[src/rtl/count_sequencer.sv]
// count_sequencer: command-driven control for the 4-bit step counter.
// Optional midpoint early-stop is enabled by COUNT_SEQ_MIDSTOP_EN.
module count_sequencer #(
  parameter int LEN_W = 8
) (
  input  logic             i_Clock,
  input  logic             i_Reset,
  input  logic             i_CmdValid,
  output logic             o_CmdReady,
  input  logic [1:0]       i_CmdOp,
  input  logic [3:0]       i_CmdStep,
  input  logic [LEN_W-1:0] i_CmdLen,
  input  logic             i_CmdStopMid,
  input  logic             i_AtMidpoint,
  output logic             o_InializeCount,
  output logic             o_CountUp,
  output logic             o_EnableCount,
  output logic [3:0]       o_N,
  output logic             o_Busy,
  output logic             o_Done,
  output logic             o_MidStop
);

  typedef enum logic [1:0] {
    S_IDLE = 2'd0,
    S_INIT = 2'd1,
    S_RUN  = 2'd2,
    S_DONE = 2'd3
  } state_e;

  localparam logic [1:0] OP_INIT = 2'b00;
  localparam logic [1:0] OP_UP   = 2'b01;
  localparam logic [1:0] OP_DOWN = 2'b10;
  localparam logic [1:0] OP_HOLD = 2'b11;

  state_e           state_q, state_d;
  logic [LEN_W-1:0] rem_q, rem_d;
  logic             ready_q, ready_d;
  logic             init_q, init_d;
  logic             up_q, up_d;
  logic             en_q, en_d;
  logic [3:0]       n_q, n_d;
  logic             busy_q, busy_d;
  logic             done_q, done_d;
  logic             accept;
  logic             mid_hit;

  assign accept = i_CmdValid & ready_q;

`ifdef COUNT_SEQ_MIDSTOP_EN
  logic stop_q;
  logic mids_q, mids_d;

  assign mid_hit = stop_q & i_AtMidpoint;

  always_ff @(posedge i_Clock or posedge i_Reset) begin
    if (i_Reset) begin
      stop_q <= 1'b0;
      mids_q <= 1'b0;
    end else begin
      if (accept && state_q == S_IDLE) stop_q <= i_CmdStopMid;
      mids_q <= mids_d;
    end
  end

  assign o_MidStop = mids_q;
`else
  logic unused_mid;

  assign unused_mid = i_CmdStopMid ^ i_AtMidpoint;
  assign mid_hit    = 1'b0;
  assign o_MidStop  = 1'b0;
`endif

  always_comb begin
    state_d = state_q;
    rem_d   = rem_q;
    ready_d = 1'b0;
    en_d    = 1'b0;
    up_d    = up_q;
    n_d     = n_q;
`ifdef COUNT_SEQ_MIDSTOP_EN
    mids_d  = mids_q;
`endif
    unique case (state_q)
      S_IDLE: begin
        ready_d = 1'b1;
        if (accept) begin
          ready_d = 1'b0;
          n_d     = i_CmdStep;
`ifdef COUNT_SEQ_MIDSTOP_EN
          mids_d  = 1'b0;
`endif
          if (i_CmdOp == OP_INIT) begin
            state_d = S_INIT;
          end else if (i_CmdLen == '0) begin
            state_d = S_DONE;
          end else begin
            state_d = S_RUN;
            rem_d   = i_CmdLen;
            en_d    = (i_CmdOp != OP_HOLD);
            if (i_CmdOp == OP_UP)   up_d = 1'b1;
            if (i_CmdOp == OP_DOWN) up_d = 1'b0;
          end
        end
      end
      S_INIT: begin
        state_d = S_DONE;
      end
      S_RUN: begin
        en_d = en_q;
        if (mid_hit) begin
          state_d = S_DONE;
          en_d    = 1'b0;
`ifdef COUNT_SEQ_MIDSTOP_EN
          mids_d  = 1'b1;
`endif
        end else if (rem_q == LEN_W'(1)) begin
          state_d = S_DONE;
          en_d    = 1'b0;
        end else begin
          rem_d = rem_q - LEN_W'(1);
        end
      end
      S_DONE: begin
        state_d = S_IDLE;
        ready_d = 1'b1;
      end
    endcase
    init_d = (state_d == S_INIT);
    done_d = (state_d == S_DONE);
    busy_d = (state_d != S_IDLE);
  end

  always_ff @(posedge i_Clock or posedge i_Reset) begin
    if (i_Reset) begin
      state_q <= S_IDLE;
      rem_q   <= '0;
      ready_q <= 1'b0;
      init_q  <= 1'b0;
      up_q    <= 1'b0;
      en_q    <= 1'b0;
      n_q     <= 4'd0;
      busy_q  <= 1'b0;
      done_q  <= 1'b0;
    end else begin
      state_q <= state_d;
      rem_q   <= rem_d;
      ready_q <= ready_d;
      init_q  <= init_d;
      up_q    <= up_d;
      en_q    <= en_d;
      n_q     <= n_d;
      busy_q  <= busy_d;
      done_q  <= done_d;
    end
  end

  assign o_CmdReady      = ready_q;
  assign o_InializeCount = init_q;
  assign o_CountUp       = up_q;
  assign o_EnableCount   = en_q;
  assign o_N             = n_q;
  assign o_Busy          = busy_q;
  assign o_Done          = done_q;

endmodule

[config.mk]
export PLATFORM = sky130hd
export DESIGN_NAME = count_sequencer
export DESIGN_NICKNAME = d
export VERILOG_FILES = /design/src/rtl/count_sequencer.sv
export SDC_FILE = /design/constraint.sdc
export NUM_CORES = 1
export LEC_CHECK = 0
export CAP_MARGIN = 20
export CORE_UTILIZATION = 45
export CTS_CLUSTER_DIAMETER = 80
export DETAILED_ROUTE_END_ITERATION = 8
export GPL_TIMING_DRIVEN = 0
export PLACE_DENSITY_LB_ADDON = 0.08
export SLEW_MARGIN = 20
export SYNTH_ARGS = -nofsm -noshare
export SYNTH_HDL_FRONTEND = slang
export SYNTH_SLANG_ARGS = --single-unit
export TNS_END_PERCENT = 1
[constraint.sdc]
create_clock -name i_Clock -period 2.35 [get_ports i_Clock]
set_input_delay 0.3525 -clock i_Clock [delete_from_list [all_inputs] [get_ports i_Clock]]
set_output_delay 0.3525 -clock i_Clock [all_outputs]
set_load 0.03 [all_outputs]
==> results by group, run 1 <==
Outcome
  – Status: completed

Yosys
  – Synth cell types: 38
  – Post-Syn Instances: about 120
  – Synth Flop Type: dfrtp_1
  – Cell area after synthesis: 1250 um2
  – Syn Area/Cell: 10.7 um2
  – EDFF count, synth: 0
  – Mapped Nets: 145
  – Yosys top cell area share: 40.1%
  – Area leader, netlist: dfrtp_1
  – Synth cell count leaders: 20 x dfrtp_1, 14 x inv_1, 9 x ha_1
  – Ys Warns: 0
  – Register area share after synthesis: between 40% and 50%
  – Top post-synthesis cells by area: dfrtp_1 40%, ha_1 9.0%, o2bb2ai_1 4.9%
  – Count leader, synth: dfrtp_1
  – Synth Register Bits: 20
  – Share of flip-flops with an asynchronous set or reset: 100%

Route
  – Routed wire length: approximately 2.6 mm
  – Drt wl/cell: 14.8 um
  – Vias: 1013
  – Initial DRC Count: 27
  – Final ANT Viol Nets: 0
  – Vias/cell: ~5.7
  – Pre-antenna DRT Iters: 4
  – Residual DRC: 0

STA
  – Count of final hold-check violations: 0
  – Measured slew at the worst slew-check pin: 0.774 ns
  – Final setup TNS: 0 ns
  – Max Fclk: 0.502 GHz
  – Fin crit period: 1.99 ns
  – RSZ-0062 raised after global routing: false
  – Post-route worst setup slack: 0.358 ns
  – Final setup fails: 0
  – Fin. max-slew vios: 0
  – Final cycle utilization of the critical path: a little over four fifths
  – Worst relative slew slack: between 40% and 50%
  – Clock skew: 0.0115 ns

Clock network
  – Max H-tree Level: 1
  – Clk Latency, worst-skew pair: between 0.3 and 0.4 ns
  – Gates resized, CTS repair: 0
  – Post-CTS Setup Bufs: 0
  – CTS buffer count: 3
  – Clock sinks: 20
  – Clock buffer depth: 2
  – Clock tree root driver cell: clkbuf_4
  – CTS tree: built
  – Clk slew on worst S/H paths: 0.13 ns
  – Hold Buf Count CTS: 0

Die
  – I/O Pins: 30
  – Initial Util: 49.0%
  – Core area: between 2000 and 3000 um2
  – Die Width: 54.7 um
  – Die height: about 55 um
  – Row count: 18
  – Die ar.: around 3000 um2

Layout
  – Area grow syn2layout: 28.1%
  – Layout Nets: 176
  – Share of cells above drive strength 1: roughly 16%
  – Post-route cell area: 1600 um2
  – Final core occ: 62.8%
  – Antenna fix cells: 0

Place
  – Placement Cell Area: about 1500 um2
  – Port Buf Inserts: 26
  – Detailed Place HPWL: 1.97 mm
  – GP Congestion: 0.815
  – Place WS: 0.251 ns

Worst setup path
  – Critical Path AT: about 2.2 ns
  – Startpoint Class: register
  – Worst setup EP type: register
  – Worst Path Required: 2.58 ns
  – Worst Path Max Fanout: 10
  – Flop-to-flop setup slack: 0.36 ns
  – CP Class: register to register

GRT
  – First-pass GRT wire length: roughly 4.4 mm
  – Antenna violations before repair: 0
  – Total track usage: 20.9%
  – Remaining Overflow, GRT: 0
  – Largest net degree at the start of global routing: 21
  – Vias in the first global route: 999

Pwr
  – P_leak: 0.686 nW
  – Worst IR drop on VDD: about 0.79 mV
  – Power density over the cells: 1240 nW/um2

Hold path
  – Hold crit path type: input pin to async pin

Job
  – Max-cap violations: 0
registers in the layout (all words and copies together) (netlist names):
name	cells
o_N	4
o_CmdReady	1
o_EnableCount	1
o_Done	1
o_CountUp	1
rem_q	8
o_Busy	1
state_q	2
o_InializeCount	1
cell usage in the layout (no fill, tap or decap), drive strengths merged, types with 2 or more instances in the layout:
master and n:
inv 14, nand2 5, ha 9, mux2 5
clkbuf 3, or2 2, nor2b 2, o22ai 4
mux2i 2, o2bb2ai 7, clkdlybuf4s50 26, nor2 7
a22oi 5, o32ai 2, dfrtp 20, nor3 2
a32oi 2, buf 4, nor4 3, a21oi 4
nand3 2, o21ai 3
final timing paths:
| kind | from | endpoint | cells after the start |
|---|---|---|---|
| setup / recovery | state_q[0] | rem_q[5] | 7 |
| hold / removal | i_Reset | rem_q[4] | 2 |
| setup reg to reg | state_q[0] | rem_q[5] | 7 |
| hold reg to reg | o_EnableCount | o_EnableCount | 2 |
| max in group asynchronous | i_Reset | o_CountUp | 2 |
| min in group i_Clock | o_EnableCount | o_EnableCount | 2 |
per-stage QoR:
stage	hold WS, ns	std cells	total power, mW
after floorplan	0.316	117	1.37
after global placement	0.474	173	1.66
after detailed placement	0.493	173	1.70
after CTS	0.512	177	1.99
after global routing	0.552	177	2.14
final	0.465	177	1.99
kinds of logic (layout without fill, tap and decap cells):
logic type / count (synthesis) / after routing / share of synthesized area, %
AO/OA/AOI/OAI: 33 / 33 / 22.7
adder cells (fa/ha/maj): 9 / 9 / 9.03
buffers and inverters: 18 / 48 / 6.42
flip-flops: 20 / 20 / 40.1
multiplexers: 7 / 7 / 6.12
other: 1 / 1 / 0.301
AND/OR/NAND/NOR: 29 / 29 / 15.3
worst max-delay path, stage by stage (launching register included):
cell	delay [ns]
dfrtp_1	0.43
inv_1	0.12
ha_1	0.14
buf_2	0.22
inv_1	0.09
nor2_1	0.48
nor2_1	0.22
o2bb2ai_1	0.20
metal layers:
metal  track usage [%]  vias to the layer above  wire (um)
met5                 0                        -          0
met4              8.55                        0         47
met3              4.17                        7        102
met2              33.5                       26       1240
met1              27.1                      489       1220
li1                  -                      491          -
power by group:
group	internal [mW]	total (mW)	switching, mW
Clock	0.172	0.291	0.119
Combinational	0.470	1.07	0.599
Sequential	0.495	0.625	0.130
Total	1.14	1.99	0.849
area by class of cell:
class	count	area, um2
multi-input combinational	79	667
sequential	20	500
buffer	4	27.5
inverter	14	52.6
clock buffer	3	22.5
tap	30	37.5
fill	215	947
timing repair buffer	26	260
clock inverter	1	30.0
(Power assumes the default switching activity.)
==> run 2, diff against run 1 <==
==> constraint.sdc (replaced) <==
create_clock -name i_Clock -period 1.9 [get_ports i_Clock]
set_input_delay 0.285 -clock i_Clock [delete_from_list [all_inputs] [get_ports i_Clock]]
set_output_delay 0.285 -clock i_Clock [all_outputs]
set_load 0.03 [all_outputs]
==> results by group, run 2 (synthesis gave the netlist of run 1 again) <==
Clock network
  – Clock tree root driver cell: clkbuf_4
  – Clock sinks: 20
  – Post-CTS Setup Bufs: 0
  – Hold Buf Count CTS: 0
  – Clk Latency, worst-skew pair: 0.32 ns
  – CTS tree: built
  – Clock buffer depth: 2
  – CTS buffer count: 3
  – Max H-tree Level: 1
  – Clk slew on worst S/H paths: 0.13 ns

STA
  – Final setup fails: 0
  – Worst relative slew slack: 48.1%
  – Measured slew at the worst slew-check pin: 0.777 ns
  – Fin crit period: between 1.5 and 2 ns
  – Fin. max-slew vios: 0
  – Final cycle utilization of the critical path: 96.4%
  – Count of final hold-check violations: 0
  – RSZ-0062 raised after global routing: true
  – Post-route worst setup slack: 0.0692 ns
  – Clock skew: 0.00902 ns
  – Max Fclk: 0.546 GHz

GRT
  – Total track usage: 21.0%
  – Remaining Overflow, GRT: 0
  – Vias in the first global route: 1002
  – Antenna violations before repair: 0
  – Largest net degree at the start of global routing: 21
  – First-pass GRT wire length: 4.39 mm

Place
  – GP Congestion: 0.815
  – Place WS: -0.131 ns
  – Detailed Place HPWL: 1.97 mm
  – Port Buf Inserts: 26

Route
  – Initial DRC Count: 28
  – Residual DRC: 0
  – Pre-antenna DRT Iters: 4
  – Vias/cell: 5.81
  – Drt wl/cell: 15.1 um
  – Final ANT Viol Nets: 0
  – Routed wire length: roughly 2.7 mm
  – Vias: 1028

Layout
  – Most frequent cells in the layout: 26 x clkdlybuf4s50_1, 20 x dfrtp_1, 14 x inv_1, 9 x ha_1, 7 x o2bb2ai_1
  – Share of cells above drive strength 1: 18.4%
  – Most common cell after layout, fill and taps aside: clkdlybuf4s50_1
  – Reg with most FFs: rem_q
  – Layout Nets: 176
  – Antenna fix cells: 0
  – Fill count: 212
  – Max FFs per register: 8
  – Area grow syn2layout: 29.1%

Worst setup path
  – Worst setup EP type: register
  – Worst Path Max Fanout: 10
  – CP peak stage delay: ~0.43 ns
  – CP most frequent cell: inv_1
  – Worst r2r dst: rem_q[5]
  – Reg-to-reg startpoint: state_q[0]
  – Worst Path Required: 2.14 ns
  – CP Class: register to register
  – CP Cell Sequence: inv_1 -> ha_1 -> buf_2 -> inv_1 -> nor2_2 -> nor2_1 -> o2bb2ai_1
  – Worst path bufs/invs: 3
  – Flop-to-flop setup slack: 0.07 ns
  – Crit path max-delay family: simple AND/OR/NAND/NOR gates
  – Startpoint Class: register
  – Reg2Reg Depth: 7
  – Critical Path AT: a little over 2 ns
  – CP max-delay cell: dfrtp_1

Die
  – Die height: 54.7 um
  – Die Width: 54.7 um
  – I/O Pins: 30
  – Core area: 2540 um2
  – Row count: 18
  – Initial Util: 49.0%
  – Die ar.: around 3000 um2

Job
  – Max-cap violations: 0

Pwr
  – Overall power: 2.49 mW
  – Worst IR drop on VDD: 1.01 mV
  – Power density over the cells: around 1500 nW/um2
  – P_leak: 0.687 nW

Outcome
  – Status: completed

Hold path
  – Hold crit path type: input pin to async pin
[run 2: cell counts in the layout (fill, tap and decap cells not counted)]
No cell type changed its count.
[run 2: per-stage QoR]
step                      utilization, %  hold slack, ns  cells  setup TNS, ns  area (um2)
final                               63.3           0.394    177              0        1610
after global routing                63.3           0.501    177         -0.344        1610
after CTS                           63.0           0.445    177              0        1600
after detailed placement            60.7           0.493    173         -0.678        1550
after global placement              60.7           0.474    173         -0.600        1550
after floorplan                        -           0.249    117              0        1250
[run 2: cell type report]
cell class              instances  area, um2  area share (%)
multi-input cells              79        679            42.2
flip-flops and latches         20        500            31.1
repair buffers                 26        260            16.2
inverters                      14       52.6            3.26
well taps                      30       37.5            2.33
clock inverters                 1       30.0            1.86
plain buffers                   4       27.5            1.71
clock buffers                   3       22.5            1.40
[run 2: worst max path at each step]
| stage | from | to | slack (ns) | cells past startpoint |
|---|---|---|---|---|
| 2_1_floorplan | state_q[0] | rem_q[0] | 0.30 | 7 |
| 3_3_place_gp | i_CmdLen[2] | rem_q[3] | -0.14 | 6 |
| 3_5_place_dp | i_CmdLen[7] | rem_q[3] | -0.13 | 6 |
| 4_1_cts | rem_q[1] | rem_q[0] | 0.06 | 6 |
| 5_1_grt | state_q[0] | rem_q[5] | -0.09 | 7 |
| 6_report | state_q[0] | rem_q[5] | 0.07 | 7 |
[run 2: power by group]
| part | switching (mW) | leakage [nW] | internal (mW) | total (mW) |
|---|---|---|---|---|
| Clock | 0.150 | 0.0279 | 0.214 | 0.364 |
| Sequential | 0.167 | 0.240 | 0.612 | 0.780 |
| Combinational | 0.755 | 0.419 | 0.589 | 1.34 |
| Total | 1.07 | 0.687 | 1.42 | 2.49 |
[run 2: per-layer routing]
layer	routed length (um)	track usage, %
met4	56	8.55
met3	128	4.17
met5	0	0
met1	1210	27.5
met2	1290	33.5
[run 2: repair_timing]
| action | in CTS | in global routing |
|---|---|---|
| setup endpoints to repair | 7 | 11 |
| endpoints found under the hold margin | 0 | 0 |
| pin swaps | 0 | 0 |
| resized for setup | 2 | 1 |
